==> src/rtl/piso_pkg.sv <==
// rtl/piso_pkg.sv - shared state encoding and width default for the piso / sequence detector pair
package piso_pkg;

  // Default word width, shared with the downstream sequence detector.
  localparam int DEFAULT_WIDTH = 16;

  // Converter state: capture the word, stream it out, then sit terminally.
  typedef enum logic [1:0] {
    LOAD  = 2'd0,
    SHIFT = 2'd1,
    DONE  = 2'd2
  } piso_state_t;

  // Bit counter width able to hold the value WIDTH itself.
  function automatic int cnt_width(input int width);
    return $clog2(width + 1);
  endfunction

endpackage

==> src/rtl/piso.sv <==
// rtl/piso.sv - parallel-in serial-out converter, MSB first, sticky Done
module piso
  import piso_pkg::*;
#(
  parameter int WIDTH = DEFAULT_WIDTH
) (
  input  logic             clk,
  input  logic             rst_n,
  input  logic [WIDTH-1:0] Data_in,
  output logic             Serial_Out,
  output logic             Done
);

  localparam int CW = cnt_width(WIDTH);

  // Counter value on the edge that emits the last (LSB) bit.
  localparam logic [CW-1:0] LAST_BIT = CW'(WIDTH - 1);

  piso_state_t      state;
  logic [WIDTH-1:0] shreg;
  logic [CW-1:0]    cnt;

  // FSM, shift register, bit counter and registered outputs in one process;
  // DONE is terminal so only reset can start another word.
  always_ff @(posedge clk or negedge rst_n) begin
    if (!rst_n) begin
      state      <= LOAD;
      shreg      <= '0;
      cnt        <= '0;
      Serial_Out <= 1'b0;
      Done       <= 1'b0;
    end else begin
      case (state)
        LOAD: begin
          // Data_in is sampled here and nowhere else.
          shreg      <= Data_in;
          cnt        <= '0;
          Serial_Out <= 1'b0;
          state      <= SHIFT;
        end
        SHIFT: begin
          Serial_Out <= shreg[WIDTH-1];
          shreg      <= {shreg[WIDTH-2:0], 1'b0};
          cnt        <= cnt + 1'b1;
          if (cnt == LAST_BIT) begin
            state <= DONE;
          end
        end
        DONE: begin
          // First edge here raises Done; later edges rewrite the same values.
          Serial_Out <= 1'b0;
          Done       <= 1'b1;
        end
        default: begin
          state      <= LOAD;
          Serial_Out <= 1'b0;
          Done       <= 1'b0;
        end
      endcase
    end
  end

endmodule

==> config.mk <==
export PLATFORM = sky130hd
export DESIGN_NAME = piso
export DESIGN_NICKNAME = d
export VERILOG_FILES = /design/src/rtl/piso_pkg.sv /design/src/rtl/piso.sv
export SDC_FILE = /design/constraint.sdc
export NUM_CORES = 1
export LEC_CHECK = 0
export BUFFER_PORTS_ARGS = -buffer_cell sky130_fd_sc_hd__buf_4
export CORE_MARGIN = 3
export CORE_UTILIZATION = 45
export DETAILED_ROUTE_END_ITERATION = 8
export PLACE_DENSITY = 0.66
export SYNTH_ARGS = -nofsm -noshare
export SYNTH_HDL_FRONTEND = slang
export SYNTH_SLANG_ARGS = --single-unit
==> constraint.sdc <==
create_clock -name clk -period 1.2 [get_ports clk]
set_input_delay 0.06 -clock clk [delete_from_list [all_inputs] [get_ports clk]]
set_output_delay 0.06 -clock clk [all_outputs]
set_load 0.02 [all_outputs]
Yosys cells after proc, flatten, opt, wreduce, memory -nomap -nowiden
Index checks and enable logic that the tools add are counted.
{"block": "totals", "ff_bits": 25, "output_inout_bits": 2}
{"block": "classes", "eq_ne": 4, "n_addsub": 1, "mux": 6, "bitwise": 1, "n_reduce_logical": 4}
{"cell": "$pmux W16 S2", "count": 1}
{"cell": "$pmux W5 S2", "count": 1}
{"cell": "$pmux W2 S3", "count": 1}
{"cell": "$add A5 B1 Y5 const B", "count": 1}
{"cell": "$eq A5 B4 Y1 const B", "count": 1}
{"cell": "$eq A2 B1 Y1 const B", "count": 1}
{"cell": "$eq A2 B2 Y1 const B", "count": 1}
{"cell": "$logic_not A2 Y1", "count": 1}
{"cell": "$mux W2", "count": 1}
{"cell": "$ne A2 B2 Y1 const B", "count": 1}
{"cell": "$pmux W1 S2", "count": 1}
{"cell": "$reduce_and A2 Y1", "count": 1}
{"cell": "$reduce_bool A2 Y1", "count": 1}
{"cell": "$reduce_or A2 Y1", "count": 1}
{"cell": "$mux W1", "count": 1}
{"cell": "$not A1 Y1", "count": 1}

Depth between registers and ports, before layout
Gate-level depths: netlist of run 1.
{"block": "logic_depth", "depth_word": 3, "ltp_mapped": 5}

Worst setup path before layout of run 1
Ideal clock, no wire load.
{"block": "synth_path", "kind": "reg2reg", "from": "register cnt[0]", "to": "register cnt[4]", "arrival_time_ns": 1.142, "required_time_ns": 1.124, "path_stages_with_launch": 5, "n_path_buf": 0, "setup_slack_ns": -0.018, "setup_ns": 0.076, "period_less_slack_ns": 1.218, "cell_sequence": "dfrtp_1 ha_1 and3_1 ha_1 o21ai_1"}
{"block": "synth_via", "elab_chain_cells": 2}
{"item": "start: declaration", "line_no": "piso.sv:21", "rtl": "logic [CW-1:0] cnt;"}
{"item": "start signal: assignment", "line_no": "piso.sv:44", "rtl": "cnt <= cnt + 1'b1;"}
{"item": "$add A5 B1 Y5", "line_no": "piso.sv:44"}
{"item": "$pmux W5 S2", "line_no": "piso.sv:33", "rtl": "case (state)"}
No other way between the ends.
A chain may end at the register's enable or synchronous reset.

Worst setup path in the final report of run 1
Ends and elaborated chain as after synthesis.

==> results of run 1 <==
## cells by family (layout without fill, tap and decap cells)
family                     count (synthesis)  in the layout  share of synthesized area, %
adders and majority gates                  2              2                          2.21
AOI/OAI and AO/OA                         25             25                          12.4
DFF                                       25             25                          55.2
and+or+nand+nor                           30             30                          11.7
muxes                                     15             15                          13.3
buffers and inverters                      8             39                          5.19
## routing by layer
layer	wire, microns	share of wire, %	global-route usage (%)
met2	852	44	20.7
met5	0	0	0
met4	39	2.0	7.12
met3	94	4.9	2.32
met1	936	49	18.6
## cell type report
type	instances	share of cell area (%)
well taps	28	2.46
inverters	2	0.528
flip-flops and latches	25	44.0
repair buffers	33	18.0
multi-input cells	72	33.2
clock buffers	4	1.85
## state kept, by name, summed over array words and instances, names as in the netlist
signal and cells:
state 2, Serial_Out 1, shreg 16, Done 1
cnt 5
## cells in the mapped netlist, drive strengths merged
cell type | instances | area, sq um
a21oi | 1 | 5.00
a22o | 1 | 8.76
and2 | 1 | 6.26
and3 | 1 | 6.26
buf | 6 | 51.3
dfrtp | 25 | 626
ha | 2 | 25.0
inv | 2 | 7.51
mux2i | 15 | 150
nand2 | 21 | 78.8
nand2b | 3 | 18.8
nand3 | 2 | 10.0
nor2b | 2 | 12.5
o21ai | 22 | 118
o311ai | 1 | 8.76
## worst paths after layout
check	from	end	slack [ps]	depth (start not counted)
worst max register to register	cnt[0]$_DFFE_PN0P_	cnt[4]$_DFFE_PN0P_	30	4
worst min register to register	shreg[8]$_DFFE_PN0P_	shreg[8]$_DFFE_PN0P_	490	2
worst max-delay path	cnt[0]$_DFFE_PN0P_	cnt[4]$_DFFE_PN0P_	30	4
worst min-delay path	Data_in[4]	shreg[4]$_DFFE_PN0P_	8	3
max in group asynchronous	rst_n	shreg[11]$_DFFE_PN0P_	790	2
min in group asynchronous	rst_n	state[0]$_DFFE_PN0P_	170	2
## power by group through the flow
| stage | logic, mW | clock network (mW) | registers, mW |
|---|---|---|---|
| floorplan | 0.0144 | 0 | 0.859 |
| global placement | 0.0725 | 0 | 0.858 |
| detailed placement | 0.0740 | 0 | 0.858 |
| CTS | 0.0819 | 0.381 | 0.842 |
| global route | 0.0896 | 0.416 | 0.843 |
| finish | 0.0798 | 0.362 | 0.842 |
## stage by stage
step	std cells	area, sq um	hold slack [ps]	worst slack (ps)
2_1_floorplan	105	1130	-236	10.2
3_3_place_gp	157	1340	-21.5	37.4
3_5_place_dp	157	1340	-19.7	-11.4
4_1_cts	164	1420	1.72	18.8
5_1_grt	164	1420	9.94	-4.15
6_report	164	1420	8.06	29.1
## worst max-delay path: stages (launching register included)
cell	delay, ps
dfrtp_1	410
ha_2	190
and3_4	180
ha_4	260
o21ai_2	40
## repair_timing
action                     in CTS  in global routing
pin swaps                       2                  1
gates resized for setup         2                  2
hold buffers                    3                  0
gates cloned                    0                  0
hold endpoints to repair       27                  0
setup endpoints to repair       2                  2
==> flow_metrics.tcl, run 1 <==
set metrics [dict create \
    finalCritPeriodShare_pct 97.6 \
    synthesis.instances 105 \
    io-pin-count 20 \
    placeableCoreArea_sq_um 2300 \
    power_per_cell_area_nw_per_um2 904 \
    areaGrowthSynthToFinish_pct 25.5 \
    num_rows 17 \
    gpl.final_weighted_congestion 0.754 \
    status "completed" \
    worst_slew_pin_slew_ps 316 \
    synth.cell_area_sq_um 1130 \
    drt-vias-per-instance 4.96 \
    multi_input_area_sq_um 472 \
    htreeDepth 1 \
    postRouteAntennaNets 0 \
    synth.yosys.seq_area_share_pct 55.2 \
    clock_tree_from_tritoncts "done" \
    die_x_microns 56.2 \
    timing.slew.headroom_pct 79.0 \
    maximum_number_of_pins_on_one_net_before_global_route_repair 26 \
    placement.io_buffers 19 \
    wirelength_mm 1.92 \
    hold_crit_class "in -> reg" \
    crit_required_ps 1420 \
    max_freq_ghz 0.854 \
    detailroute.via_count 814 \
    timing.critical_path.to_type "flip-flop" \
    postCtsSetupBuffers 0 \
    p_int_mw 1.02 \
    post-route-util_pct 61.9 \
    detail_route.drc_violations 0 \
    drt-pass1-iter-count 4 \
    mostFrequentLayoutCell "buf_4" \
    tritoncts_num_sinks 25 \
    p_sw_share_pct 20.5 \
    post-route-min-period_ps 1170 \
    proportion_of_power_drawn_by_flip_flops_and_latches_pct 65.6 \
    grt_first_pass_wirelength_mm 3.45 \
    grt.total_usage_pct 13.7 \
    total_setup_violations_reported_at_the_end_of_the_flow 0 \
    number_of_antenna_violations_at_the_first_check_in_global_routing 0 \
    floorplan.die_area_sq_um 3150 \
    p_leak_nw 0.655 \
    clockRootBuffer "clkbuf_4" \
    critPathKind "reg -> reg" \
    global_route.overflow_total 0 \
    final_hold_viol_count 0 \
    cts_buf_count 3 \
    power_frac_comb_pct 6.2 \
    worst_clock_skew_ps 7.00 \
    max-cap-violations 0 \
    start_util_pct 49.3 \
    final_layout_size_suffix_gt1_share_pct 28.7 \
    post_synth_num_cell_types 19 \
    synth.net_count 125 \
    synth.yosys.warnings 0 \
    syn_area_per_cell_sq_um 10.8 \
    cp_data_arrival_time_ps 1390 \
    number_of_nets_in_the_final_layout 157 \
    part_of_the_total_power_dissipated_in_the_clock_network_pct 28.2 \
    vdd_drop_max_mv 0.589 \
    fp.dieH_microns 56.2 \
    clock_path_buffers 2 \
    routed_wire_length_per_instance_microns 11.7 \
    filler_cell_count 215 \
    total_power_mw 1.28 \
    postSynthRegisterBits 25 \
    drv_slew 0 \
    worst_skew_pair.late_latency_ps 310 \
    crit_fanout 2 \
    clk_pin_slew_worst_paths_ps 130 \
    setup_tns_final_ps 0 \
    drt_iter0_drc 8 \
    hpwl_mm 1.41 \
    via_count_of_the_first_global_routing_pass 822 \
    register_area_sq_um 626 \
    final_cell_mix "buf_4, dfrtp_1, nand2_1" \
    worst_setup_path_start_kind "flip-flop" \
    net_switching_power_of_the_design_uw 263 \
    insertedDiodeCount 0 \
]
Note: power is estimated with default switching activity, not from simulation.
==> inputs of run 2 (changes only) <==
--- a/config.mk
+++ b/config.mk
@@ -6,9 +6,11 @@
 export NUM_CORES = 1
 export LEC_CHECK = 0
+export ABC_AREA = 1
 export BUFFER_PORTS_ARGS = -buffer_cell sky130_fd_sc_hd__buf_4
 export CORE_MARGIN = 3
 export CORE_UTILIZATION = 45
+export CTS_BUF_LIST = sky130_fd_sc_hd__clkbuf_4 sky130_fd_sc_hd__clkbuf_8
 export DETAILED_ROUTE_END_ITERATION = 8
-export PLACE_DENSITY = 0.66
+export PLACE_DENSITY = 0.67
 export SYNTH_ARGS = -nofsm -noshare
 export SYNTH_HDL_FRONTEND = slang
==> constraint.sdc (replaced) <==
create_clock -name clk -period 1.2 [get_ports clk]
set_input_delay 0.06 -clock clk [delete_from_list [all_inputs] [get_ports clk]]
set_output_delay 0.06 -clock clk [all_outputs]
set_load 0.01 [all_outputs]
==> flow_metrics.tcl, run 2 <==
set metrics [dict create \
    maximum_number_of_pins_on_one_net_before_global_route_repair 26 \
    timing.critical_path.to_type "flip-flop" \
    insertedDiodeCount 0 \
    synth-edff-count 0 \
    instances_no_fill 190 \
    final_layout_size_suffix_gt1_share_pct 21.5 \
    holdWs_ps 166 \
    grt_first_pass_wirelength_mm 3.80 \
    reg2reg_slack_ps 20 \
    cts_buf_count 3 \
    final_cell_mix "nand2_1, dfrtp_1, buf_4" \
    cp_data_arrival_time_ps 1380 \
    synthesis.instances 121 \
    grtUsageMet1_pct 20.6 \
    asyncSetResetFlopFracSynth_pct 100 \
    crit_fanout 2 \
    io-pin-count 20 \
    detailroute.via_count 929 \
    hold_crit_class "in -> async" \
    critPathKind "reg -> reg" \
    register_area_sq_um 626 \
    gpl.final_weighted_congestion 0.762 \
    total_setup_violations_reported_at_the_end_of_the_flow 0 \
    crit_required_ps 1410 \
    yosys_most_used_dff "dfrtp_1" \
    num_rows 16 \
    clk_pin_slew_worst_paths_ps 130 \
    mostFrequentLayoutCell "nand2_1" \
    final_hold_viol_count 0 \
    clock_path_buffers 2 \
    largestRegisters "shreg (16), cnt (5), state (2)" \
    filler_cell_count 167 \
    timing.slew.headroom_pct 79.3 \
    grt.total_usage_pct 18.5 \
    via_count_of_the_first_global_routing_pass 919 \
    drt_iter0_drc 15 \
    placeableCoreArea_sq_um 2080 \
    number_of_nets_in_the_final_layout 184 \
    postSynthRegisterBits 25 \
    wirelength_mm 2.25 \
    htreeDepth 1 \
    grtUsageMet3_pct 4.09 \
    worst_setup_path_start_kind "flip-flop" \
    synth_area_leaders "dfrtp_1, nand2_1, nand3_1" \
    power_per_cell_area_nw_per_um2 904 \
    synthMostInstantiatedCell "nand2_1" \
    netlist.top_cell.by_area "dfrtp_1" \
    setup_tns_final_ps 0 \
    detail_route.drc_violations 0 \
    synth.cell_area_sq_um 1060 \
    clockRootBuffer "clkbuf_4" \
    multi_input_area_sq_um 395 \
    number_of_antenna_violations_at_the_first_check_in_global_routing 0 \
    global_route.peak_usage_layer "met2" \
    fp.dieH_microns 54.5 \
    largest_register_ff_count 16 \
    dp_cells 169 \
    areaGrowthSynthToFinish_pct 38.7 \
    tritoncts_num_sinks 25 \
    p_leak_nw 0.742 \
    netlist_top_cells_count "nand2_1, dfrtp_1, nand3_1" \
    post-route-min-period_ps 1180 \
    top_register "shreg" \
    synth.yosys.warnings 0 \
    max_freq_ghz 0.851 \
    die_x_microns 54.5 \
    drv_slew 0 \
    grt_util_met2_pct 32.9 \
    placement.io_buffers 19 \
    post_synth_num_cell_types 19 \
    routed_wire_length_per_instance_microns 11.8 \
    hpwl_mm 1.38 \
    global_route.overflow_total 0 \
    max-cap-violations 0 \
    vdd_drop_max_mv 0.663 \
    postRouteAntennaNets 0 \
    drt-pass1-iter-count 4 \
    postCtsSetupBuffers 0 \
    drt-vias-per-instance 4.89 \
    synth.yosys.seq_area_share_pct 59.1 \
    start_util_pct 50.8 \
    worst_clock_skew_ps 5.28 \
    clock_tree_from_tritoncts "done" \
    worst_slew_pin_slew_ps 310 \
    netlist.area_leader.share_pct 59.1 \
    synth.net_count 141 \
    floorplan.die_area_sq_um 2970 \
    syn_area_per_cell_sq_um 8.75 \
    worst_skew_pair.late_latency_ps 310 \
    rsz0062_at_grt "yes" \
    finalCritPeriodShare_pct 97.9 \
    status "completed" \
]
## run 2: power by group
group / internal, mW / total, mW / switching, mW / leakage, nW
Clock: 0.152 / 0.383 / 0.231 / 0.0184
Combinational: 0.0704 / 0.102 / 0.0319 / 0.390
Sequential: 0.842 / 0.842 / 0 / 0.334
Total: 1.06 / 1.33 / 0.263 / 0.742
## run 2: layer usage
layer	vias to the layer above	wire length (microns)
met3	2	74
met4	0	24
li1	472	-
met1	437	982
met2	18	1170
met5	-	0
## run 2: final cells by class
cell class / instances / share of cell area, %
Timing Repair Buffer: 42 / 24.4
Clock buffer: 4 / 2.05
Inverter: 6 / 1.71
Multi-Input combinational cell: 86 / 26.9
Sequential cell: 25 / 42.6
Tap cell: 27 / 2.30
## run 2: logic make-up after synthesis
kind of cell | count (synthesis) | share of synthesized area, %
AO/OA/AOI/OAI | 9 | 4.85
flip-flops | 25 | 59.1
adder cells (fa/ha/maj) | 2 | 2.36
AND/OR/NAND/NOR | 74 | 28.7
XOR/XNOR | 1 | 0.828
buffers and inverters | 10 | 4.14
## run 2: worst paths after layout
path,from,endpoint,cells past startpoint
hold reg to reg,shreg[13]$_DFFE_PN0P_,shreg[14]$_DFFE_PN0P_,2
min in group clk,shreg[13]$_DFFE_PN0P_,shreg[14]$_DFFE_PN0P_,2
max in group asynchronous,rst_n,shreg[10]$_DFFE_PN0P_,2
hold / removal,rst_n,cnt[2]$_DFFE_PN0P_,2
setup / recovery,cnt[0]$_DFFE_PN0P_,state[1]$_DFFE_PN0P_,6
setup reg to reg,cnt[0]$_DFFE_PN0P_,state[1]$_DFFE_PN0P_,6
## run 2: critical path: stages, from the launching register on
cell and delay, ps:
dfrtp_1 410, ha_2 200, nand2_1 70, nor2_1 40
ha_1 180, a21oi_2 130, a21oi_1 50
## run 2: repair_timing
item                                    4_1_cts  5_1_grt
hold buffers                                 17        0
gates resized for setup                       2        2
pin swaps                                     0        1
endpoints found under the setup margin        1       18
hold endpoints to repair                     41        0
## run 2: through the flow
| step | instance area [sq um] | util, % | setup slack [ps] | power, mW |
|---|---|---|---|---|
| after global routing | 1470 | 70.5 | -42.8 | 1.41 |
| after floorplan | 1060 | - | 4.96 | 0.859 |
| after global placement | 1260 | 60.5 | 28.7 | 0.916 |
| after CTS | 1470 | 70.4 | 25.3 | 1.35 |
| final | 1470 | 70.5 | 24.9 | 1.33 |
| after detailed placement | 1260 | 60.5 | -8.45 | 0.916 |
